===== src/rtl/pulse_burst_sched.sv =====
// pulse_burst_sched: walks a programmed list of burst descriptors. It loads each
// valid descriptor onto the pulse generator, strobes start, waits for done, and
// repeats the whole list loop_cnt times (0 = until abort).
//
// Generator handshake: pg_*_o are stable from LOAD entry until the next LOAD.
// pg_start_o is a level held START_HOLD cycles after SETUP_CYC setup cycles.
// pg_done_i is level-sampled only in WAIT_DONE, which begins after start drops.
module pulse_burst_sched #(
   parameter int DEPTH      = 8,
   parameter int AW         = $clog2(DEPTH),
   parameter int SETUP_CYC  = 4,
   parameter int START_HOLD = 4,
   parameter int TIMEOUT_W  = 32
) (
   input  logic                 clk,
   input  logic                 rst_n,
   input  logic                 cfg_we_i,
   input  logic [AW-1:0]        cfg_addr_i,
   input  logic [10:0]          cfg_width_i,
   input  logic [10:0]          cfg_num_i,
   input  logic [15:0]          cfg_gap_i,
   input  logic [AW:0]          seq_len_i,
   input  logic [7:0]           loop_cnt_i,
   input  logic [TIMEOUT_W-1:0] timeout_i,
   input  logic                 run_i,
   input  logic                 abort_i,
   output logic [10:0]          pg_width_o,
   output logic [10:0]          pg_num_o,
   output logic [15:0]          pg_gap_o,
   output logic                 pg_start_o,
   input  logic                 pg_done_i,
   output logic                 busy_o,
   output logic [AW-1:0]        cur_idx_o,
   output logic [7:0]           loop_idx_o,
   output logic                 seq_done_o,
   output logic                 err_o
);

   localparam int LEN_W = AW + 1;
   localparam logic [TIMEOUT_W-1:0] SETUP_LAST = TIMEOUT_W'(SETUP_CYC - 1);
   localparam logic [TIMEOUT_W-1:0] HOLD_LAST  = TIMEOUT_W'(START_HOLD - 1);

   typedef enum logic [2:0] {
      S_IDLE   = 3'd0,
      S_CHECK  = 3'd1,
      S_LOAD   = 3'd2,
      S_START  = 3'd3,
      S_WAIT   = 3'd4,
      S_NEXT   = 3'd5,
      S_FINISH = 3'd6
   } state_e;

   typedef struct packed {
      logic [10:0] width;
      logic [10:0] num;
      logic [15:0] gap;
   } desc_t;

   desc_t                desc_mem [DEPTH];
   desc_t                rd_desc;
   logic                 rd_valid;
   logic                 start_ev;
   logic [LEN_W-1:0]     len_eff;

   state_e               state_q, state_d;
   logic [TIMEOUT_W-1:0] cnt_q, cnt_d;
   logic                 run_q;
   logic [AW-1:0]        last_q, last_d;
   logic [7:0]           loop_cnt_q, loop_cnt_d;
   logic [TIMEOUT_W-1:0] timeout_q, timeout_d;
   logic [AW-1:0]        cur_idx_q, cur_idx_d;
   logic [7:0]           loop_idx_q, loop_idx_d;
   logic                 err_q, err_d;
   logic                 any_valid_q, any_valid_d;
   logic [10:0]          pg_width_q, pg_width_d;
   logic [10:0]          pg_num_q, pg_num_d;
   logic [15:0]          pg_gap_q, pg_gap_d;

   // Descriptor store: writes accepted only while idle; contents not reset.
   always_ff @(posedge clk) begin
      if (cfg_we_i && !busy_o) begin
         desc_mem[cfg_addr_i] <= {cfg_width_i, cfg_num_i, cfg_gap_i};
      end
   end

   assign rd_desc  = desc_mem[cur_idx_q];
   // A zero gap would wrap the generator's microsecond counter, so it is invalid too.
   assign rd_valid = (|rd_desc.width) && (|rd_desc.num) && (|rd_desc.gap);
   assign start_ev = (state_q == S_IDLE) && run_i && !run_q;

   // Clamp the requested list length into 1..DEPTH.
   always_comb begin
      len_eff = seq_len_i;
      if (seq_len_i == '0) begin
         len_eff = LEN_W'(1);
      end else if (seq_len_i > LEN_W'(DEPTH)) begin
         len_eff = LEN_W'(DEPTH);
      end
   end

   // Sequencer next-state and datapath updates.
   always_comb begin
      state_d     = state_q;
      cnt_d       = cnt_q;
      last_d      = last_q;
      loop_cnt_d  = loop_cnt_q;
      timeout_d   = timeout_q;
      cur_idx_d   = cur_idx_q;
      loop_idx_d  = loop_idx_q;
      err_d       = err_q;
      any_valid_d = any_valid_q;
      pg_width_d  = pg_width_q;
      pg_num_d    = pg_num_q;
      pg_gap_d    = pg_gap_q;
      case (state_q)
         S_IDLE: begin
            if (start_ev) begin
               state_d     = S_CHECK;
               last_d      = AW'(len_eff - LEN_W'(1));
               loop_cnt_d  = loop_cnt_i;
               timeout_d   = timeout_i;
               err_d       = 1'b0;
               cur_idx_d   = '0;
               loop_idx_d  = '0;
               any_valid_d = 1'b0;
            end
         end
         S_CHECK: begin
            if (rd_valid) begin
               any_valid_d = 1'b1;
               pg_width_d  = rd_desc.width;
               pg_num_d    = rd_desc.num;
               pg_gap_d    = rd_desc.gap;
               cnt_d       = '0;
               state_d     = S_LOAD;
            end else begin
               state_d = S_NEXT;
            end
         end
         S_LOAD: begin
            if (cnt_q == SETUP_LAST) begin
               cnt_d   = '0;
               state_d = S_START;
            end else begin
               cnt_d = cnt_q + TIMEOUT_W'(1);
            end
         end
         S_START: begin
            if (cnt_q == HOLD_LAST) begin
               cnt_d   = '0;
               state_d = S_WAIT;
            end else begin
               cnt_d = cnt_q + TIMEOUT_W'(1);
            end
         end
         S_WAIT: begin
            if (pg_done_i) begin
               state_d = S_NEXT;
            end else if ((timeout_q != '0) && (cnt_q >= timeout_q - TIMEOUT_W'(1))) begin
               err_d   = 1'b1;
               state_d = S_FINISH;
            end else if (cnt_q != '1) begin
               cnt_d = cnt_q + TIMEOUT_W'(1);
            end
         end
         S_NEXT: begin
            if (abort_i) begin
               state_d = S_FINISH;
            end else if (cur_idx_q == last_q) begin
               cur_idx_d   = '0;
               any_valid_d = 1'b0;
               if (loop_idx_q != 8'hFF) begin
                  loop_idx_d = loop_idx_q + 8'd1;
               end
               // A pass with no valid descriptor ends the run even in endless mode.
               if (!any_valid_q) begin
                  state_d = S_FINISH;
               end else if ((loop_cnt_q != 8'd0) &&
                            (({1'b0, loop_idx_q} + 9'd1) == {1'b0, loop_cnt_q})) begin
                  state_d = S_FINISH;
               end else begin
                  state_d = S_CHECK;
               end
            end else begin
               cur_idx_d = cur_idx_q + AW'(1);
               state_d   = S_CHECK;
            end
         end
         S_FINISH: begin
            state_d = S_IDLE;
         end
         default: begin
            state_d = S_IDLE;
         end
      endcase
   end

   // State and datapath registers; reset drops start and busy immediately.
   always_ff @(posedge clk or negedge rst_n) begin
      if (!rst_n) begin
         state_q     <= S_IDLE;
         cnt_q       <= '0;
         run_q       <= 1'b0;
         last_q      <= '0;
         loop_cnt_q  <= '0;
         timeout_q   <= '0;
         cur_idx_q   <= '0;
         loop_idx_q  <= '0;
         err_q       <= 1'b0;
         any_valid_q <= 1'b0;
         pg_width_q  <= '0;
         pg_num_q    <= '0;
         pg_gap_q    <= '0;
      end else begin
         state_q     <= state_d;
         cnt_q       <= cnt_d;
         run_q       <= run_i;
         last_q      <= last_d;
         loop_cnt_q  <= loop_cnt_d;
         timeout_q   <= timeout_d;
         cur_idx_q   <= cur_idx_d;
         loop_idx_q  <= loop_idx_d;
         err_q       <= err_d;
         any_valid_q <= any_valid_d;
         pg_width_q  <= pg_width_d;
         pg_num_q    <= pg_num_d;
         pg_gap_q    <= pg_gap_d;
      end
   end

   assign pg_width_o = pg_width_q;
   assign pg_num_o   = pg_num_q;
   assign pg_gap_o   = pg_gap_q;
   assign pg_start_o = (state_q == S_START);
   assign busy_o     = (state_q != S_IDLE) && (state_q != S_FINISH);
   assign seq_done_o = (state_q == S_FINISH);
   assign cur_idx_o  = cur_idx_q;
   assign loop_idx_o = loop_idx_q;
   assign err_o      = err_q;

endmodule


===== config.mk =====
export PLATFORM = sky130hd
export DESIGN_NAME = pulse_burst_sched
export DESIGN_NICKNAME = d
export VERILOG_FILES = /design/src/rtl/pulse_burst_sched.sv
export SDC_FILE = /design/constraint.sdc
export NUM_CORES = 1
export LEC_CHECK = 0
export ABC_AREA = 0
export BUFFER_PORTS_ARGS = -buffer_cell sky130_fd_sc_hd__buf_2
export CELL_PAD_IN_SITES_DETAIL_PLACEMENT = 2
export CELL_PAD_IN_SITES_GLOBAL_PLACEMENT = 2
export CORE_ASPECT_RATIO = 0.75
export CORE_MARGIN = 10
export CORE_UTILIZATION = 44
export CTS_CLUSTER_DIAMETER = 100
export DETAILED_ROUTE_END_ITERATION = 16
export PLACE_DENSITY = 0.89
export REMOVE_ABC_BUFFERS = 1
export SETUP_SLACK_MARGIN = 0.1
export SLEW_MARGIN = 40
export SYNTH_ARGS = -nofsm -noshare
export SYNTH_HDL_FRONTEND = slang
export SYNTH_SLANG_ARGS = --single-unit

===== constraint.sdc =====
create_clock -name clk -period 5.49 [get_ports clk]
set_clock_uncertainty 0.15 [all_clocks]
set_input_delay 0.549 -clock clk [delete_from_list [all_inputs] [get_ports clk]]
set_output_delay 0.549 -clock clk [all_outputs]
set_load 0.03 [all_outputs]

After elaboration in Yosys (flattened, before gate mapping)
Memory sizes are Yosys's and may differ from the RTL's.
Index checks and enable logic that the tools add are counted.
{"block": "word_totals", "n_memories": 1, "mem_bits_rw": 304, "reg_bits": 130, "inputBits": 91, "elab_cells": 115}
{"memory": "desc_mem", "depth": 8, "width": 38, "rd": 1, "rd_clocked_by_memory_dff": 0, "write_ports": 1, "line_no": "59", "source": "desc_t desc_mem [DEPTH];"}
{"block": "op_classes", "mux": 38, "reduce_logical": 31, "eq_ne": 24, "add_sub_neg": 6, "n_lt_le_gt_ge": 2}
{"cell": "$mux 32", "count": 5}
{"cell": "$pmux 32 s3", "count": 1}
{"cell": "$mux 3", "count": 15}
{"cell": "$add 32x1->32 const B", "count": 1}
{"cell": "$eq 32x2->1 const B", "count": 1}
{"cell": "$ge 32x32->1", "count": 1}
{"cell": "$mux 8", "count": 4}
{"cell": "$ne 32x32->1 const B", "count": 1}
{"cell": "$reduce_bool 32->1", "count": 1}
{"cell": "$sub 32x1->32 const B", "count": 1}
{"cell": "$reduce_or 11->1", "count": 2}
{"cell": "$ne 2x2->1 const B", "count": 10}
{"cell": "$pmux 3 s6", "count": 1}
{"cell": "$pmux 8 s2", "count": 1}
{"cell": "$reduce_or 16->1", "count": 1}
{"cell": "$reduce_and 5->1", "count": 3}
{"cell": "$add 8x1->9 const B", "count": 1}
{"cell": "$eq 3x3->1 const B", "count": 3}
{"cell": "$eq 9x8->1", "count": 1}
{"cell": "$reduce_bool 3->1", "count": 3}
{"cell": "$add 8x1->8 const B", "count": 1}
{"cell": "$logic_and 1x1->1", "count": 8}
{"cell": "$mux 1", "count": 8}
{"cell": "$ne 8x8->1 const B", "count": 1}
{"cell": "other kinds (20)", "count": 26}

Logic depth before layout (Yosys ltp)
{"block": "depth", "depth_word": 8, "ltp_mapped": 19, "mapped_depth_nobuf": 17}

Worst setup path before layout
OpenSTA, ideal clock, no wires.
{"block": "synth_path", "kind": "reg2reg", "start": "register state_q[2]", "end": "memory desc_mem[1][0] in the netlist's numbering, enable pin", "arrival_time_ns": 3.950, "stages_incl_launch_ff": 7, "required_time_ns": 4.859, "n_path_buf": 2, "path_slack_ns": 0.909, "period_less_slack_ns": 4.581, "cell_sequence": "dfrtp_1 clkbuf_1 clkbuf_1 nor2b_1 nor3_1 nand3_1 nor3_1"}
{"block": "synth_via", "elab_chain_len": 6, "elab_cells_between_ends": 7}
{"item": "start: declaration", "line_no": "65", "source": "state_e state_q, state_d;"}
{"item": "start signal: assignment", "line_no": "215", "source": "state_q <= state_d;"}
{"item": "$ne 3x3->1 or $reduce_bool 3->1 (tied branches)", "line_no": "235", "source": "assign busy_o = (state_q != S_IDLE) && (state_q != S_FINISH);"}
{"item": "$logic_and 1x1->1 *", "line_no": "235"}
{"item": "$logic_not 1->1 *", "line_no": "81", "source": "if (cfg_we_i && !busy_o) begin"}
{"item": "$logic_and 1x1->1 *", "line_no": "81"}
{"item": "$mux 1 *", "line_no": "81"}
{"item": "$mux 1 (implied by the code) *", "line_no": "82", "source": "desc_mem[cfg_addr_i] <= {cfg_width_i, cfg_num_i, cfg_gap_i};"}
{"item": "end: declaration", "line_no": "59"}
Mark *: on every way between the ends. The rest lies on a longest branch, timed or not.

Final worst setup path
{"block": "layout_path", "start": "register timeout_q[4]", "end": "register cnt_q[27]"}
{"block": "layout_via", "elab_chain_len": 5, "elab_cells_between_ends": 6}
{"item": "start: declaration", "line_no": "70", "source": "logic [TIMEOUT_W-1:0] timeout_q, timeout_d;"}
{"item": "start signal: assignment", "line_no": "220", "source": "timeout_q <= timeout_d;"}
{"item": "$sub 32x1->32", "line_no": "159", "source": "end else if ((timeout_q != '0) && (cnt_q >= timeout_q - TIMEOUT_W'(1))) begin"}
{"item": "$ge 32x32->1", "line_no": "159"}
{"item": "$logic_and 1x1->1 *", "line_no": "159"}
{"item": "$ne 2x2->1 (no line) *"}
{"item": "$reduce_and 5->1 (no line) *"}
{"item": "end signal: assignment", "line_no": "216", "source": "cnt_q <= cnt_d;"}
{"item": "end: declaration", "line_no": "66", "source": "logic [TIMEOUT_W-1:0] cnt_q, cnt_d;"}
Marked as above.
A chain may end at the register's enable or synchronous reset.

==> results.txt <==
Status - finished clean
Top cell type's share of synthesized area - 47.94%
Maximum achievable frequency - 0.1960 GHz
Place WS - 0.1522 ns
Worst Setup SP - timeout_q[4]
Synthesized area - 19040 sq um
Yosys reg bits - 434
Vias in the first global route - 13760
Setup ws final - 0.3890 ns
TritonCTS Buffers - 44
Drt pass-1 iters - 5
Initial antenna violation count - 12
Number of I/O pins - 144
Die width - 260.2 um
Ys flop type - edfxtp_1
Setup CP Type - reg2reg
Pwr per Cell Area - 460.9 nW/um^2
Register-to-Register Path Depth - 17
Util after Layout - 52.33%
Fin. Hold Viols - 0
Max cap viols - 0
Post-synth EDFFs - 304
Die height - 200.2 um
Pleak - 7.778 nW
First-pass GRT wire length - 91250 um
Post-route ant nets - 0
Clock transition at the registers of the reported paths - 0.06 ns
Initial DRC count - 981
Core Region - 42370 sq um
P&R area growth vs syn - 16.45%
Crit share post-route - 92.91%
Slew Viols, Final - 0
Largest net degree at the start of global routing - 74
Row cnt - 65
Max_slew headroom - 45.35%
WP data required - 5.82 ns
Clock tree buffer depth - 3
Peak VDD IR - 0.0003081 V
Dominant cells by area after synthesis - edfxtp_1 48%, dfrtp_1 17%, mux4_2 8.6%
Drt wl/cell - 29.93 um
CP Capture Type - flop
Worst hold start - timeout_i[0]
Hpwl dp - 39900 um
Crit-path cells - nor4_2, buf_4, nand3_1, or2_2, nor3b_2, nand2_1, nor4_2, xnor2_1, ha_1, nand4_1, nor2_1, a2bb2oi_1, nand3_1, a31o_2, a211o_4, or4_1, a21oi_1
Global-route usage over all layers - 22.90%
Slowest CP cell - or4_1
Crit path max fanout - 17
Postcts setup bufs - 0
CTS root buf - clkbuf_16
WL final - 60150 um
Hold Path Cell Cnt - 3
Final Critical Period - 5.101 ns
GP Congestion - 0.8150
Setup TNS - 0 ns
H-tree depth - 2
Synthesized instance count - 1231
Pwr Total - 10.22 mW
Setup crit start kind - flop
Share of synthesized flip-flops with an asynchronous set or reset - 29.95%
Nets@finish - 1525
Port Buffers - 143
Drc violations - 0
Via density - 6.051
Initial core utilization - 44.94%
CTS sink cnt - 434
Distinct cells, synth - 63
CTS tree - built
RR Startpoint - timeout_q[4]
CP max stage delay - 0.52 ns
Worst-Margin Slew - 0.8177 ns
Syn_area_per_cell - 15.47 sq um
Sequential fraction of the synthesis area - 65.03%
RSZ-0062 raised after global routing - false
Layout cells sized above 1 - 28.77%
Design Area, Final - 22170 sq um
Vias post-DR - 12160
Hold crit path type - in2reg
Die Area - 52080 sq um
Grt ovf - 0
Arrival time at the worst endpoint - 5.43 ns
Final setup viols - 0
Synth area leader - edfxtp_1
Ys Warns - 0
Clock latency on the worst-skew pair - 0.57 ns
DP Area - 20630 sq um
==> final cells by class <==
type / instances / area (sq um)
fillers: 3838 / 20200
flip-flops and latches: 434 / 12390
multi-input cells: 730 / 6455
clock buffers: 69 / 1286
repair buffers: 176 / 1101
well taps: 569 / 711.9
clock inverters: 13 / 166.4
inverters: 10 / 37.54
diodes: 9 / 22.52
==> critical path, delay by kind of cell (launching register included) <==
family / cells / cell delay, ns
buffers and inverters: 1 / 0.19
xor gates and xnor gates: 1 / 0.16
adders and majority gates: 1 / 0.28
AOI/OAI and AO/OA: 4 / 1.19
and+or+nand+nor: 10 / 2.58
DFF: 1 / 0.46
==> what timing repair did <==
action                                  4_1_cts  5_1_grt
cloned                                        0        1
endpoints found under the setup margin        1       17
endpoints found under the hold margin        73        0
resized for setup                             1        4
pin swaps                                     0        2
hold buffers                                  2        0
==> Yosys cell counts (11+ instances only) <==
| cell type | n |
|---|---|
| nand3_1 | 28 |
| and3_1 | 13 |
| ha_1 | 38 |
| o31ai_1 | 19 |
| xor2_1 | 12 |
| mux2_2 | 75 |
| mux4_2 | 73 |
| nor2b_1 | 11 |
| nor2_1 | 67 |
| a21oi_1 | 58 |
| buf_2 | 21 |
| nand4_1 | 20 |
| xnor2_1 | 38 |
| mux2i_1 | 27 |
| clkbuf_1 | 24 |
| dfrtp_1 | 130 |
| or4_1 | 18 |
| nor3_1 | 21 |
| nand2_1 | 49 |
| nor4_1 | 24 |
| o21ai_0 | 32 |
| edfxtp_1 | 304 |
==> final timing paths <==
kind,to,slack [ns]
min in group asynchronous,pg_num_o[7],0.46
worst min-delay path,timeout_q[0],0.06
worst min register to register,pg_width_o[5],0.36
worst max register to register,cnt_q[27],0.39
worst max-delay path,cnt_q[27],0.39
max in group asynchronous,cnt_q[2],3.67
==> cells in the final DEF (no fill, tap or decap), types with 28 or more instances in the layout <==
cell type and n:
edfxtp_1 304, buf_2 142, dfrtp_1 127, mux2_2 75, mux4_2 73, nor2_1 59
a21oi_1 58, nand2_1 49, clkbuf_16 45, xnor2_1 38, ha_1 38, o21ai_0 32
nand3_1 28
==> where the power goes <==
group          leakage (nW)  switching, mW  internal (mW)
clock network         0.711           1.31           1.76
logic                  2.71           1.63           1.13
registers              4.36          0.482           3.91
==> layer usage <==
metal / up-vias / GRT usage [%] / wire (um)
li1: 5210 / - / -
met1: 6454 / 29.44 / 24650
met2: 374 / 38.10 / 30500
met3: 114 / 3.852 / 3022
met4: 10 / 8.829 / 1918
met5: - / 0 / 69
==> through the flow <==
stage               std cells  hold WS (ns)
finish                   2010       0.05986
CTS                      2000       0.03831
global route             2006       0.05545
floorplan                1173        0.1034
detailed placement       1916        0.3485
global placement         1908        0.3335
==> logic make-up (layout without fill, tap and decap cells) <==
group | after synthesis | after routing | share of synthesized area (%)
fa+ha+maj | 38 | 38 | 2.497
mux | 175 | 175 | 14.49
simple gates | 300 | 300 | 8.385
flops | 434 | 434 | 65.03
xor+xnor | 50 | 50 | 2.300
compound gates | 166 | 167 | 5.605
other cells | 0 | 9 | 0
buf+inv | 68 | 268 | 1.695
==> flip-flops by register name (all words and copies together) (netlist names) <==
name / flops
pg_num_o: 11
run_q: 1
cnt_q: 32
desc_mem: 304
timeout_q: 32
err_o: 1
last_q: 3
pg_gap_o: 16
pg_width_o: 11
loop_idx_o: 8
loop_cnt_q: 8
state_q: 3
any_valid_q: 1
cur_idx_o: 3
(Power assumes the default switching activity.)
